$ cat src/rtl/gray_step_mon_pkg.sv
// Shared types and helpers for the Gray step monitor: lock FSM state and
// width-agnostic Gray/popcount functions (callers zero-extend and truncate).
package gray_step_mon_pkg;

   localparam int GSM_MAX_W = 32;

   typedef enum logic {
      UNLOCKED = 1'b0,
      LOCKED   = 1'b1
   } state_t;

   function automatic logic [GSM_MAX_W-1:0] g2b(input logic [GSM_MAX_W-1:0] gray);
      logic [GSM_MAX_W-1:0] bin;
      bin[GSM_MAX_W-1] = gray[GSM_MAX_W-1];
      for (int i = GSM_MAX_W - 2; i >= 0; i--) begin
         bin[i] = bin[i+1] ^ gray[i];
      end
      return bin;
   endfunction

   function automatic logic [6:0] popcnt(input logic [GSM_MAX_W-1:0] vec);
      logic [6:0] cnt;
      cnt = '0;
      for (int i = 0; i < GSM_MAX_W; i++) begin
         cnt = cnt + 7'(vec[i]);
      end
      return cnt;
   endfunction

endpackage

$ cat src/rtl/gray_step_monitor_sync.sv
// W-bit two-flop synchronizer for an asynchronous Gray source; resets to zero.
// Only one bit changes per Gray step, so per-bit synchronization is coherent.
module gray_sync2 #(
   parameter int W = 4
) (
   input  logic         clk,
   input  logic         rst,
   input  logic [W-1:0] d,
   output logic [W-1:0] q
);

   logic [W-1:0] meta_q, meta_d;
   logic [W-1:0] sync_q, sync_d;

   always_comb begin
      meta_d = d;
      sync_d = meta_q;
   end

   always_ff @(posedge clk or negedge rst) begin
      if (!rst) begin
         meta_q <= '0;
         sync_q <= '0;
      end else begin
         meta_q <= meta_d;
         sync_q <= sync_d;
      end
   end

   assign q = sync_q;

endmodule

$ cat src/rtl/gray_step_monitor.sv
// Samples a Gray count, converts it to binary, flags legal +1 steps vs illegal jumps,
// and tracks lock state and a saturating error count. GRAY_STEP_MON_SYNC_EN adds a 2-flop input synchronizer.
module gray_step_monitor #(
   parameter int W        = 4,
   parameter int LOCK_CNT = 3,
   parameter int ERR_W    = 8
) (
   input  logic             clk,
   input  logic             rst,
   input  logic [W-1:0]     gray_in,
   input  logic             err_clr,
   output logic [W-1:0]     bin_out,
   output logic             step,
   output logic             err,
   output logic [ERR_W-1:0] err_cnt,
   output logic             locked
);
   import gray_step_mon_pkg::*;

   localparam int RUN_W = $clog2(LOCK_CNT + 1);

   logic [W-1:0] gray_s;

`ifdef GRAY_STEP_MON_SYNC_EN
   // g_cur only holds a real sample once the synchronizer pipe has filled.
   localparam int FILL = 3;
   gray_sync2 #(.W(W)) u_sync (
      .clk (clk),
      .rst (rst),
      .d   (gray_in),
      .q   (gray_s)
   );
`else
   localparam int FILL = 1;
   assign gray_s = gray_in;
`endif

   logic [W-1:0]     g_cur_q, g_cur_d;
   logic [W-1:0]     g_prev_q, g_prev_d;
   logic [1:0]       fill_q, fill_d;
   logic             primed_q, primed_d;
   state_t           state_q, state_d;
   logic [RUN_W-1:0] run_q, run_d;
   logic [W-1:0]     bin_q, bin_d;
   logic             step_q, step_d;
   logic             err_q, err_d;
   logic [ERR_W-1:0] err_cnt_q, err_cnt_d;

   logic [W-1:0] diff, b_cur, b_prev;
   logic         cur_vld, is_step, is_err, classify;

   always_comb begin
      g_cur_d  = gray_s;
      g_prev_d = g_cur_q;

      cur_vld = (fill_q == 2'(FILL));
      fill_d  = cur_vld ? fill_q : fill_q + 2'd1;

      diff   = g_cur_q ^ g_prev_q;
      b_cur  = W'(g2b(GSM_MAX_W'(g_cur_q)));
      b_prev = W'(g2b(GSM_MAX_W'(g_prev_q)));

      is_step = (popcnt(GSM_MAX_W'(diff)) == 7'd1) && (b_cur == b_prev + W'(1));
      is_err  = (diff != '0) && !is_step;

      // The first real sample is only compared against reset junk, so it just primes.
      classify = cur_vld && primed_q;
      primed_d = primed_q || cur_vld;

      step_d = classify && is_step;
      err_d  = classify && is_err;
      bin_d  = b_cur;

      state_d = state_q;
      run_d   = run_q;
      case (state_q)
         UNLOCKED: begin
            if (step_d) begin
               run_d = run_q + RUN_W'(1);
               if (run_q == RUN_W'(LOCK_CNT - 1)) begin
                  state_d = LOCKED;
               end
            end else if (err_d) begin
               run_d = '0;
            end
         end
         LOCKED: begin
            if (err_d) begin
               state_d = UNLOCKED;
               run_d   = '0;
            end
         end
         default: begin
            state_d = UNLOCKED;
            run_d   = '0;
         end
      endcase

      err_cnt_d = err_cnt_q;
      if (err_clr) begin
         err_cnt_d = err_d ? ERR_W'(1) : '0;
      end else if (err_d && (err_cnt_q != '1)) begin
         err_cnt_d = err_cnt_q + ERR_W'(1);
      end
   end

   always_ff @(posedge clk or negedge rst) begin
      if (!rst) begin
         g_cur_q   <= '0;
         g_prev_q  <= '0;
         fill_q    <= '0;
         primed_q  <= 1'b0;
         state_q   <= UNLOCKED;
         run_q     <= '0;
         bin_q     <= '0;
         step_q    <= 1'b0;
         err_q     <= 1'b0;
         err_cnt_q <= '0;
      end else begin
         g_cur_q   <= g_cur_d;
         g_prev_q  <= g_prev_d;
         fill_q    <= fill_d;
         primed_q  <= primed_d;
         state_q   <= state_d;
         run_q     <= run_d;
         bin_q     <= bin_d;
         step_q    <= step_d;
         err_q     <= err_d;
         err_cnt_q <= err_cnt_d;
      end
   end

   assign bin_out = bin_q;
   assign step    = step_q;
   assign err     = err_q;
   assign err_cnt = err_cnt_q;
   assign locked  = (state_q == LOCKED);

endmodule

$ cat config.mk
export PLATFORM = sky130hd
export DESIGN_NAME = gray_step_monitor
export DESIGN_NICKNAME = d
export VERILOG_FILES = /design/src/rtl/gray_step_mon_pkg.sv /design/src/rtl/gray_step_monitor_sync.sv /design/src/rtl/gray_step_monitor.sv
export SDC_FILE = /design/constraint.sdc
export NUM_CORES = 1
export LEC_CHECK = 0
export CAP_MARGIN = 10
export CORE_MARGIN = 2
export CORE_UTILIZATION = 58
export CTS_BUF_LIST = sky130_fd_sc_hd__clkbuf_2 sky130_fd_sc_hd__clkbuf_4 sky130_fd_sc_hd__clkbuf_8
export CTS_CLUSTER_DIAMETER = 200
export DETAILED_ROUTE_END_ITERATION = 10
export GPL_ROUTABILITY_DRIVEN = 0
export PLACE_DENSITY = 0.83
export SLEW_MARGIN = 15
export SYNTH_ARGS = -nofsm -noshare
export SYNTH_HDL_FRONTEND = slang
export SYNTH_SLANG_ARGS = --single-unit
$ cat constraint.sdc
create_clock -name clk -period 5.8 [get_ports clk]
set_input_delay 1.45 -clock clk [delete_from_list [all_inputs] [get_ports clk]]
set_output_delay 1.45 -clock clk [all_outputs]
set_load 0.01 [all_outputs]
==> results.sh <==
export IMPL_result_of_the_run="finished clean"
export IMPL_clk_transition_reported_paths_ns=0.14
export IMPL_worst_slew_pin_transition_ns=0.385
export IMPL_worst_endpoint_arrival_ns=3.38
export IMPL_cellLeakagePower_nw=0.694
export IMPL_post_route_cells_drive_above_1_share_pct=9.93
export IMPL_cpPeakStageDelay_ns=0.57
export IMPL_crit_path_cell_trace="xnor2_1 > fa_1 > inv_1 > ha_1 > ha_1 > nor3_1 > nand3_2 > or2_1 > nor3_2 > mux2_2"
export IMPL_synth_enable_flop_cells=0
export IMPL_htree_num_levels=1
export IMPL_power_density_over_the_cells_mw_per_mm2=241
export IMPL_seqCellArea_sq_um=676
export IMPL_critical_path_required_ns=6.02
export IMPL_slew_headroom_pct=74.2
export IMPL_grt_pass1_wl_microns=4150
export IMPL_ys_ff_latch=27
export IMPL_fin_crit_ns=3.16
export IMPL_syn_inst=117
export IMPL_irDropWorstVdd_uv=183
export IMPL_die_extent_in_x_microns=51.8
export IMPL_post_synth_top_area_cell="sky130_fd_sc_hd__dfrtp_1"
export IMPL_drv_cap=0
export IMPL_synthesis_nets=132
export IMPL_yosysWarnings=0
export IMPL_cpMaxStageDelayCell="sky130_fd_sc_hd__fa_1"
export IMPL_routed_wl_microns=2480
export IMPL_first_global_vias=925
export IMPL_critPathTopFamily="adder cells"
export IMPL_core_region_area_sq_mm=0.00219
export IMPL_period_share_pct=54.6
export IMPL_syn_cell_area_sq_mm=0.00133
export IMPL_cts_max_path_buffers=2
export IMPL_routed_via_count=952
export IMPL_clock_sink_count=27
export IMPL_post_dp_hpwl_microns=1960
export IMPL_drt_initial_violations=25
export IMPL_tritoncts="yes"
export IMPL_post_cts_resized_instances=0
export IMPL_rsz0062_at_grt="no"
export IMPL_die_height_microns=51.8
export IMPL_grt_start_max_net_pins=28
export IMPL_number_of_hold_buffers_added_after_cts=0
export IMPL_routed_wire_per_std_cell_microns=14.7
export IMPL_path_class="reg -> reg"
export IMPL_final_setup_tns_ns=0
export IMPL_clockRootBuffer="sky130_fd_sc_hd__clkbuf_4"
export IMPL_synth_async_reset_ratio_pct=100
export IMPL_cts_buffers=3
export IMPL_post_route_cell_area_sq_mm=0.00160
export IMPL_cpMostUsedCell="sky130_fd_sc_hd__ha_1"
export IMPL_fmax_ghz=0.316
export IMPL_global_route_overflow_total=0
export IMPL_ys_types=40
export IMPL_globalRouteTotalUtil_pct=21.1
export IMPL_floorplan_die_area_sq_mm=0.00269
export IMPL_cts_repair_timing_setup_buffer_count=0
export IMPL_layout_cells_most_common_list="sky130_fd_sc_hd__dfrtp_1, sky130_fd_sc_hd__clkdlybuf4s50_1, sky130_fd_sc_hd__xnor2_1, sky130_fd_sc_hd__inv_1"
export IMPL_rows=17
export IMPL_cp_num_buf_inv=1
export IMPL_fin_skew_ns=0.00171
export IMPL_port_buffers=21
export IMPL_endpoint_kind="flop"
export IMPL_syn_area_per_cell_sq_um=11.3
export IMPL_clk_insertion_delay_late_ns=0.32
export IMPL_dominantRegCellSynth="sky130_fd_sc_hd__dfrtp_1"
export IMPL_worst_setup_path_start_kind="flop"
export IMPL_firstDrtPassIters=4
export IMPL_fill_cells=165
export IMPL_most_common_cell_after_layout_fill_and_taps_aside="sky130_fd_sc_hd__dfrtp_1"
export IMPL_final_setup_viol_count=0
export IMPL_synthDominantCellAreaShare_pct=50.9
export IMPL_start_util_pct=60.6
export IMPL_drtAntennaViolNets=0
export IMPL_syn2layout_area_growth_pct=20.2
export IMPL_grt_antenna_before_repair=0
export IMPL_vias_per_cell=5.63
export IMPL_fin_nets=157
export IMPL_multi_input_comb_area_sq_um=609
export IMPL_yosysSeqAreaShare_pct=50.9
export IMPL_remaining_drc_errors=0
export IMPL_synth_top_cells_by_area="sky130_fd_sc_hd__dfrtp_1, sky130_fd_sc_hd__ha_1, sky130_fd_sc_hd__xnor2_1"
export IMPL_placement_cell_area_sq_mm=0.00157
export IMPL_final_hold_violation_count=0
export IMPL_slew_viol_final=0
export IMPL_io_pins=22
export IMPL_hold_class="reg -> reg"
export IMPL_critPathMaxFanout=7
export IMPL_n_antenna_cell=0
==> sequential cells by signal, summed over array words and instances (netlist names) <==
| name | flops |
|---|---|
| primed_q | 1 |
| err_cnt | 8 |
| run_q | 2 |
| bin_out | 4 |
| err | 1 |
| g_prev_q | 3 |
| g_cur_q | 4 |
| step | 1 |
| locked | 1 |
| fill_q | 2 |
==> cells by family after synthesis <==
kind of cell	synth area share, %
and+or+nand+nor	14.1
AOI/OAI and AO/OA	11.5
adders and majority gates	8.11
DFF	50.9
xor gates and xnor gates	9.80
buffers and inverters	3.20
muxes	2.36
==> cell usage after synthesis (2+ instances only) <==
| library cell | n |
|---|---|
| sky130_fd_sc_hd__inv_1 | 8 |
| sky130_fd_sc_hd__nor2_1 | 3 |
| sky130_fd_sc_hd__a31oi_1 | 2 |
| sky130_fd_sc_hd__a211oi_1 | 2 |
| sky130_fd_sc_hd__o21ai_0 | 4 |
| sky130_fd_sc_hd__xnor2_1 | 8 |
| sky130_fd_sc_hd__or3_1 | 3 |
| sky130_fd_sc_hd__xor2_1 | 5 |
| sky130_fd_sc_hd__mux2i_1 | 2 |
| sky130_fd_sc_hd__dfrtp_1 | 27 |
| sky130_fd_sc_hd__nand3_1 | 3 |
| sky130_fd_sc_hd__or2_2 | 3 |
| sky130_fd_sc_hd__and2_1 | 3 |
| sky130_fd_sc_hd__a21oi_1 | 7 |
| sky130_fd_sc_hd__nand2_1 | 6 |
| sky130_fd_sc_hd__ha_1 | 7 |
==> power breakdown <==
part	internal (W)	switching (W)	leakage, nW
Clock	0.0000258	0.0000534	0.0177
Sequential	0.000201	0.0000123	0.332
Combinational	0.0000463	0.0000453	0.345
Total	0.000273	0.000111	0.694
==> final timing paths <==
check | start | end | slack, ns | cells past startpoint
worst max-delay path | g_prev_q[0] | run_q[0] | 2.64 | 10
worst min-delay path | g_cur_q[3] | bin_out[3] | 0.49 | 0
worst max register to register | g_prev_q[0] | run_q[0] | 2.64 | 10
worst min register to register | g_cur_q[3] | bin_out[3] | 0.49 | 0
max in group asynchronous | rst | err_cnt[5] | 4.08 | 2
min in group asynchronous | rst | bin_out[2] | 1.47 | 2
==> area by class of cell <==
type                       count  share of cell area (%)
inverter                       8                    1.88
clock inverter                 1                   0.314
multi-input combinational     80                    38.2
clock buffer                   3                    1.41
sequential                    27                    42.4
tap                           28                    2.20
timing repair buffer          22                    13.6
==> worst register-to-register path: stages (launching register included) <==
cell and delay [ns]:
sky130_fd_sc_hd__dfrtp_1 0.49, sky130_fd_sc_hd__xnor2_1 0.22, sky130_fd_sc_hd__fa_1 0.57, sky130_fd_sc_hd__inv_1 0.05, sky130_fd_sc_hd__ha_1 0.20, sky130_fd_sc_hd__ha_1 0.28, sky130_fd_sc_hd__nor3_1 0.24, sky130_fd_sc_hd__nand3_2 0.15
sky130_fd_sc_hd__or2_1 0.30, sky130_fd_sc_hd__nor3_2 0.20, sky130_fd_sc_hd__mux2_2 0.37
==> metal layers <==
layer / up-vias / share of wire (%) / global-route usage [%]
met4: 0 / 1.5 / 7.02
met2: 18 / 53 / 37.1
li1: 452 / - / -
met3: 4 / 2.3 / 2.59
met5: - / 0 / 0
met1: 478 / 44 / 26.7
==> per-stage QoR <==
stage | power (W) | hold WS (ns) | utilization (%) | cells | worst slack (ns)
finish | 0.000384 | 0.486 | 72.8 | 169 | 2.64
global route | 0.000406 | 0.507 | 72.8 | 169 | 2.50
CTS | 0.000386 | 0.490 | 72.8 | 169 | 2.63
global placement | 0.000301 | 0.455 | 71.6 | 165 | 2.84
floorplan | 0.000267 | 0.440 | - | 117 | 2.87
detailed placement | 0.000308 | 0.458 | 71.6 | 165 | 2.66
No activity file was read; power rests on OpenSTA's default activity.
